## src/rtl/id_ex_hazard_ctrl_if.sv

```systemverilog
// Hazard-control bundle between the ID-stage datapath (master) and id_ex_hazard_ctrl (slave).
interface id_ex_hazard_ctrl_if #(
  parameter int ADDR_W = 5,
  parameter int CNT_W  = 16
);
  logic [ADDR_W-1:0] id_rs_addr;
  logic [ADDR_W-1:0] id_rt_addr;
  logic              id_uses_rt;
  logic              ex_mem_read;
  logic [ADDR_W-1:0] ex_rt_addr;
  logic              branch_taken;
  logic              jump_reg;

  logic              pc_write;
  logic              if_id_write;
  logic              if_id_flush;
  logic              id_ex_flush;
  logic              state;
  logic [CNT_W-1:0]  stall_count;
  logic [CNT_W-1:0]  flush_count;

  modport master (
    output id_rs_addr, id_rt_addr, id_uses_rt, ex_mem_read, ex_rt_addr,
           branch_taken, jump_reg,
    input  pc_write, if_id_write, if_id_flush, id_ex_flush, state,
           stall_count, flush_count
  );

  modport slave (
    input  id_rs_addr, id_rt_addr, id_uses_rt, ex_mem_read, ex_rt_addr,
           branch_taken, jump_reg,
    output pc_write, if_id_write, if_id_flush, id_ex_flush, state,
           stall_count, flush_count
  );
endinterface

```

## src/rtl/id_ex_hazard_ctrl.sv

```systemverilog
// Load-use stall and branch/jr redirect flush control for the ID/EX register and front end.
// Optional HAZARD_PERF_EN builds saturating stall/redirect counters; otherwise they read 0.
module id_ex_hazard_ctrl #(
  parameter int ADDR_W       = 5,
  parameter int FLUSH_CYCLES = 2,
  parameter int CNT_W        = 16
) (
  input  logic                clk,
  input  logic                rst,
  id_ex_hazard_ctrl_if.slave  hz
);
  localparam int CW = $clog2(FLUSH_CYCLES + 1);
  localparam logic [CW-1:0]     RELOAD   = CW'(FLUSH_CYCLES - 1);
  localparam logic [ADDR_W-1:0] ZERO_REG = '0;

  typedef enum logic {RUN = 1'b0, FLUSH = 1'b1} state_t;

  state_t        state_q;
  logic [CW-1:0] cnt_q;
  logic          lu;
  logic          redir;

  // Register 0 is hardwired, so a load "into" it never creates a dependency.
  assign lu = hz.ex_mem_read && (hz.ex_rt_addr != ZERO_REG) &&
              ((hz.ex_rt_addr == hz.id_rs_addr) ||
               (hz.id_uses_rt && (hz.ex_rt_addr == hz.id_rt_addr)));
  assign redir = hz.branch_taken | hz.jump_reg;

  always_ff @(posedge clk or posedge rst) begin
    if (rst) begin
      state_q <= RUN;
      cnt_q   <= '0;
    end else if (redir) begin
      if (FLUSH_CYCLES > 1) begin
        state_q <= FLUSH;
        cnt_q   <= RELOAD;
      end else begin
        state_q <= RUN;
        cnt_q   <= '0;
      end
    end else if (state_q == FLUSH) begin
      if (cnt_q <= CW'(1)) begin
        state_q <= RUN;
        cnt_q   <= '0;
      end else begin
        cnt_q   <= cnt_q - CW'(1);
      end
    end
  end

  always_comb begin
    hz.pc_write    = 1'b1;
    hz.if_id_write = 1'b1;
    hz.if_id_flush = 1'b0;
    hz.id_ex_flush = 1'b0;
    if (rst) begin
      hz.pc_write    = 1'b0;
      hz.if_id_write = 1'b0;
      hz.if_id_flush = 1'b1;
      hz.id_ex_flush = 1'b1;
    end else if (redir || (state_q == FLUSH)) begin
      hz.if_id_flush = 1'b1;
      hz.id_ex_flush = 1'b1;
    end else if (lu) begin
      hz.pc_write    = 1'b0;
      hz.if_id_write = 1'b0;
      hz.id_ex_flush = 1'b1;
    end
  end

  assign hz.state = (state_q == FLUSH);

`ifdef HAZARD_PERF_EN
  logic [CNT_W-1:0] stall_q;
  logic [CNT_W-1:0] flush_q;
  logic             stall_apply;

  assign stall_apply = lu && !redir && (state_q == RUN);

  always_ff @(posedge clk or posedge rst) begin
    if (rst) begin
      stall_q <= '0;
      flush_q <= '0;
    end else begin
      if (stall_apply && (stall_q != {CNT_W{1'b1}})) stall_q <= stall_q + CNT_W'(1);
      if (redir && (flush_q != {CNT_W{1'b1}}))       flush_q <= flush_q + CNT_W'(1);
    end
  end

  assign hz.stall_count = stall_q;
  assign hz.flush_count = flush_q;
`else
  assign hz.stall_count = {CNT_W{1'b0}};
  assign hz.flush_count = {CNT_W{1'b0}};
`endif
endmodule

```

## src/flat_wrapper.sv

```systemverilog
// flat-port wrapper written by rule: the top's interface ports become plain ports
module id_ex_hazard_ctrl_flat 
#(
  parameter int ADDR_W       = 5,
  parameter int FLUSH_CYCLES = 2,
  parameter int CNT_W        = 16
)
  (clk, rst, hz_id_rs_addr, hz_id_rt_addr, hz_id_uses_rt, hz_ex_mem_read, hz_ex_rt_addr, hz_branch_taken, hz_jump_reg, hz_pc_write, hz_if_id_write, hz_if_id_flush, hz_id_ex_flush, hz_state, hz_stall_count, hz_flush_count);
  id_ex_hazard_ctrl_if #(.ADDR_W(ADDR_W), .CNT_W(CNT_W)) hz_i ();
  input  logic clk;
  input  logic rst;
  input wire logic [$bits(hz_i.id_rs_addr)-1:0] hz_id_rs_addr;
  input wire logic [$bits(hz_i.id_rt_addr)-1:0] hz_id_rt_addr;
  input wire logic [$bits(hz_i.id_uses_rt)-1:0] hz_id_uses_rt;
  input wire logic [$bits(hz_i.ex_mem_read)-1:0] hz_ex_mem_read;
  input wire logic [$bits(hz_i.ex_rt_addr)-1:0] hz_ex_rt_addr;
  input wire logic [$bits(hz_i.branch_taken)-1:0] hz_branch_taken;
  input wire logic [$bits(hz_i.jump_reg)-1:0] hz_jump_reg;
  output wire logic [$bits(hz_i.pc_write)-1:0] hz_pc_write;
  output wire logic [$bits(hz_i.if_id_write)-1:0] hz_if_id_write;
  output wire logic [$bits(hz_i.if_id_flush)-1:0] hz_if_id_flush;
  output wire logic [$bits(hz_i.id_ex_flush)-1:0] hz_id_ex_flush;
  output wire logic [$bits(hz_i.state)-1:0] hz_state;
  output wire logic [$bits(hz_i.stall_count)-1:0] hz_stall_count;
  output wire logic [$bits(hz_i.flush_count)-1:0] hz_flush_count;
  assign hz_i.id_rs_addr = hz_id_rs_addr;
  assign hz_i.id_rt_addr = hz_id_rt_addr;
  assign hz_i.id_uses_rt = hz_id_uses_rt;
  assign hz_i.ex_mem_read = hz_ex_mem_read;
  assign hz_i.ex_rt_addr = hz_ex_rt_addr;
  assign hz_i.branch_taken = hz_branch_taken;
  assign hz_i.jump_reg = hz_jump_reg;
  assign hz_pc_write = hz_i.pc_write;
  assign hz_if_id_write = hz_i.if_id_write;
  assign hz_if_id_flush = hz_i.if_id_flush;
  assign hz_id_ex_flush = hz_i.id_ex_flush;
  assign hz_state = hz_i.state;
  assign hz_stall_count = hz_i.stall_count;
  assign hz_flush_count = hz_i.flush_count;
  id_ex_hazard_ctrl #(.ADDR_W(ADDR_W), .FLUSH_CYCLES(FLUSH_CYCLES), .CNT_W(CNT_W)) u_core (.clk(clk), .rst(rst), .hz(hz_i));
endmodule
```

## config.mk

```make
export PLATFORM = sky130hd
export DESIGN_NAME = id_ex_hazard_ctrl_flat
export DESIGN_NICKNAME = d
export VERILOG_FILES = /design/src/rtl/id_ex_hazard_ctrl_if.sv /design/src/rtl/id_ex_hazard_ctrl.sv /design/src/flat_wrapper.sv
export SDC_FILE = /design/constraint.sdc
export NUM_CORES = 1
export LEC_CHECK = 0
export CORE_MARGIN = 10
export CORE_UTILIZATION = 30
export CTS_BUF_LIST = sky130_fd_sc_hd__clkbuf_8
export DETAILED_ROUTE_END_ITERATION = 8
export HOLD_SLACK_MARGIN = 0.12
export PLACE_DENSITY = 0.95
export SETUP_SLACK_MARGIN = 0.3
export SLEW_MARGIN = 20
export SYNTH_ARGS = -nofsm -noshare
export SYNTH_HDL_FRONTEND = slang
export SYNTH_SLANG_ARGS = --single-unit
```

## constraint.sdc

```tcl
create_clock -name clk -period 5.8 [get_ports clk]
set_input_delay 1.45 -clock clk [delete_from_list [all_inputs] [get_ports clk]]
set_output_delay 1.45 -clock clk [all_outputs]
set_load 0.005 [all_outputs]
```

=== Word-level counts from Yosys, hierarchy flattened ===
Index checks and enable logic that the tools add are counted.

* Register bits after elaboration: 3
* Input bits: 21
* Output and inout port bits: 37
* Logic and storage cells: 28

* Add/sub/neg operators: 1
* Order comparisons: 1
* Equal/unequal tests: 2
* Mux-type cells: 14
* Bitwise gates (word level): 1
* Reduce and logical (&&, ||, !) cells: 7

{| class="wikitable"
|+ Operator list
! cell !! number
|-
| $mux 1 || 11
|-
| $eq 5x5->1 || 2
|-
| $mux 2 || 3
|-
| $reduce_bool 5->1 || 1
|-
| $logic_and 1x1->1 || 3
|-
| $le 2x1->1 const B || 1
|-
| $logic_or 1x1->1 || 2
|-
| $reduce_bool 2->1 || 1
|-
| $sub 2x1->2 const B || 1
|-
| $or 1x1->1 || 1
|}

=== Logic depth before layout (Yosys ltp) ===
* Word-level depth: 7
* Gate-level depth with buffers: 5
* Depth with buffers taken out: 4

=== Worst setup path before layout ===
Ideal clock, no wire load.

* Kind: input to output
* Start point: input hz_ex_rt_addr[3]
* End point: output hz_pc_write
* Data arrival time: 2427 ps
* Required time: 4350 ps
* Path slack: 1923 ps
* Stages on the path: 5
* Path buffers: 1
* Cells stage by stage: xor2_1 nor4_2 a32oi_1 o31a_1 buf_4

* Longest elaborated chain between the ends: 7
* Elaborated cells between the ends (all ways): 10
* Those cells by class: eq/ne (2); mux (3); reduce/logical (5)

{| class="wikitable"
|+ RTL lines
! what !! RTL line !! source
|-
| start, declared || flat_wrapper.sv:16 || <nowiki>input wire logic [$bits(hz_i.ex_rt_addr)-1:0] hz_ex_rt_addr;</nowiki>
|-
| $eq 5x5->1 || id_ex_hazard_ctrl.sv:26 || <nowiki>(hz.id_uses_rt && (hz.ex_rt_addr == hz.id_rt_addr)));</nowiki>
|-
| $logic_and 1x1->1 || id_ex_hazard_ctrl.sv:26 ||
|-
| $logic_or 1x1->1 || id_ex_hazard_ctrl.sv:25 || <nowiki>((hz.ex_rt_addr == hz.id_rs_addr) ||</nowiki>
|-
| $logic_and 1x1->1 * || id_ex_hazard_ctrl.sv:24 || <nowiki>assign lu = hz.ex_mem_read && (hz.ex_rt_addr != ZERO_REG) &&</nowiki>
|-
| $mux 1 * (3 in series) || n/a ||
|-
| end, declared || flat_wrapper.sv:19 || <nowiki>output wire logic [$bits(hz_i.pc_write)-1:0] hz_pc_write;</nowiki>
|}

Every way passes the cells marked *; elsewhere a longest branch is shown, timed or not.

=== Worst setup path in the final report ===
* Start point: input hz_ex_rt_addr[1]
* End point: output hz_if_id_write

* Longest elaborated chain between the ends: 7
* Elaborated cells between the ends (all ways): 10
* Those cells by class: eq/ne (2); mux (3); reduce/logical (5)

{| class="wikitable"
|+ RTL lines
! what !! RTL line !! source
|-
| $eq 5x5->1 || id_ex_hazard_ctrl.sv:26 ||
|-
| $logic_and 1x1->1 || id_ex_hazard_ctrl.sv:26 ||
|-
| $logic_or 1x1->1 || id_ex_hazard_ctrl.sv:25 ||
|-
| $logic_and 1x1->1 * || id_ex_hazard_ctrl.sv:24 ||
|-
| $mux 1 * || id_ex_hazard_ctrl.sv:64 || <nowiki>end else if (lu) begin</nowiki>
|-
| $mux 1 * || id_ex_hazard_ctrl.sv:61 || <nowiki>end else if (redir || (state_q == FLUSH)) begin</nowiki>
|-
| $mux 1 * || id_ex_hazard_ctrl.sv:56 || <nowiki>if (rst) begin</nowiki>
|-
| end, declared || flat_wrapper.sv:20 || <nowiki>output wire logic [$bits(hz_i.if_id_write)-1:0] hz_if_id_write;</nowiki>
|}

Marks and branches as above.

==> reports/metrics.cfg <==
[power]
p_leak_uw=0.0003399
power.density_nw_per_um2=163.0
total_power_uw=116.2
ir_drop_mv=0.1802

[clocking]
cts_root_buf=clkbuf_8
htreeDepth=1
postCtsResizedCells=0
cts_sinks=3
cts_inserted_buffers=3
post_cts_buffers=0
cts_tree=built
cts_max_path_buffers=2
clk_pin_slew_worst_paths_ns=0.03
cts_hold_buf=0
clkLatencyLatePin_ns=0.21

[floorplan]
rows=15
dieArea_um2=3838
die_w_um=61.95
io_pins=58
start_util=0.3126
core-area_um2=1689
die_h_um=61.95

[logic_synthesis]
muxShareOfSynthArea=0
synth_top_family_by_area=buffers and inverters
yosysMostFrequentCell=buf_4
synth-main-ff-cell=dfrtp_1
synth_area_leaders=buf_4 (47%), xor2_1 (15%), dfrtp_1 (14%)
synth_compound_area_frac=0.1019
synthAdderAreaFrac=0
async_reset_ff_frac=1.000
ys_seq_area_frac=0.1422
synth_edf_count=0
syn-cell-area_um2=528.0
yosysUniqueCellTypes=19
synth-simple-area-share=0.09953
ys_seq_elements=3
synth_commonest_cells=buf_4 (33), xor2_1 (9), dfrtp_1 (3)
synthCells=65
synth_top_area_share=0.4692
yosysTopAreaCell=buf_4
synth-xor-area-share=0.1659
yosys_warnings=0
syn_avg_cell_area_um2=8.123

[timing]
setup_viol=0
period_minus_slack_ns=4.797
maxSlewViolCount=0
fmax_mhz=208.5
rsz0062_at_grt=no
finalWorstSetupSlack_ns=1.003
post-route-period-util=0.8270
clock_skew_ns=0.001384
tns_ns=0
finalHoldViolCount=0

[drt]
ant_nets=0
drt_wl_total_um=1559
drtIter0Drc=2
viasPerCell=4.009
vias=437
post-route-drc-count=0
wl_per_cell_um=14.30
first_pass_iters=4

[critical_path]
required_ns=4.35
cp_data_arrival_time_ns=3.35
critPathMaxFanout=3
crit_type=in2out
critPathLaunchType=input pin
end_kind=output pin

[finish]
syn2layout_area_growth_pct=35.07
fin_nets=114
n_fill_cell=176
multi_input_area_um2=314.1
drive_above_1_share=0.04348
area.sequential_um2=75.07
antenna_cells=0
layout.cells.non_filler=109

[placed_design]
portBuffers=25
place.gp.congestion=0.7516
place_inst=105
hpwlAfterDp_um=1423
pre_cts_ws_ns=0.9816

[grt]
grt_max_degree=7
grt_pass1_wl_um=1925
grt_pass1_vias=433
grt.total_usage=0.06928
antenna_found_initial=0
grt.overflow.total=0

[run]
drv_cap=0

[run_status]
outcome=complete, no violations

[min_path]
min_path_type=reg2reg

==> state kept, by name, summed over array words and instances, names as in the netlist <==
register	count
u_core.hz.state	1
u_core.cnt_q	2
==> metal layers <==
| layer | GRT usage | up-vias | wire [µm] |
|---|---|---|---|
| li1 | - | 203 | - |
| met1 | 0.05166 | 189 | 471 |
| met2 | 0.1170 | 43 | 653 |
| met3 | 0.06301 | 2 | 419 |
| met4 | 0.03822 | 0 | 15 |
| met5 | 0 | - | 0 |
==> logic make-up after synthesis <==
kind of cell	count (synthesis)
xor+xnor	10
compound gates	8
buf+inv	35
simple gates	8
flops	3
other cells	1
==> worst max-delay path, cell delays in order <==
cell and delay, ns:
clkdlybuf4s50_1 0.48, or4_1 0.54, o21ai_1 0.19, o31a_1 0.17, clkdlybuf4s50_1 0.52
==> path summary, 6_finish.rpt <==
| check | slack, ns | startpoint | end | cells past startpoint |
|---|---|---|---|---|
| min in group asynchronous | 1.43 | rst | u_core.cnt_q[1] | 2 |
| max in group asynchronous | 4.21 | rst | u_core.cnt_q[0] | 2 |
| max | 1.00 | hz_ex_rt_addr[1] | hz_if_id_write | 5 |
| max reg2reg | 4.75 | u_core.hz.state | u_core.cnt_q[0] | 3 |
| min reg2reg | 0.52 | u_core.cnt_q[1] | u_core.hz.state | 1 |
| min | 0.52 | u_core.cnt_q[1] | u_core.hz.state | 1 |
==> cell usage in the layout (no fill, tap or decap), types with 2 or more instances in the layout <==
cell type,count
conb_1,32
clkdlybuf4s50_1,25
xor2_1,9
inv_1,3
clkbuf_8,3
dfrtp_1,3
a21oi_1,2
or3_1,2
nor3_1,2
==> where the power goes <==
part	switching [µW]	internal, µW	total, µW
combinational	15.9	19.1	35.1
sequential	0.856	21.9	22.7
clock	13.4	45.0	58.4
==> final cells by class <==
cell class / count / area share
Clock buffer: 3 / 0.05789
Clock inverter: 1 / 0.005263
Inverter: 2 / 0.01053
Multi-Input combinational cell: 58 / 0.4404
Sequential cell: 3 / 0.1053
Tap cell: 17 / 0.02982
Timing Repair Buffer: 25 / 0.3509
==> stage by stage <==
step	instance area (µm²)	utilization	hold WS, ns
2_1_floorplan	644.4	-	0.4780
3_3_place_gp	668.1	0.3956	0.5016
3_5_place_dp	668.1	0.3956	0.5104
4_1_cts	713.2	0.4222	0.5211
5_1_grt	713.2	0.4222	0.5531
6_report	713.2	0.4222	0.5206
Note: power is estimated with default switching activity, not from simulation.
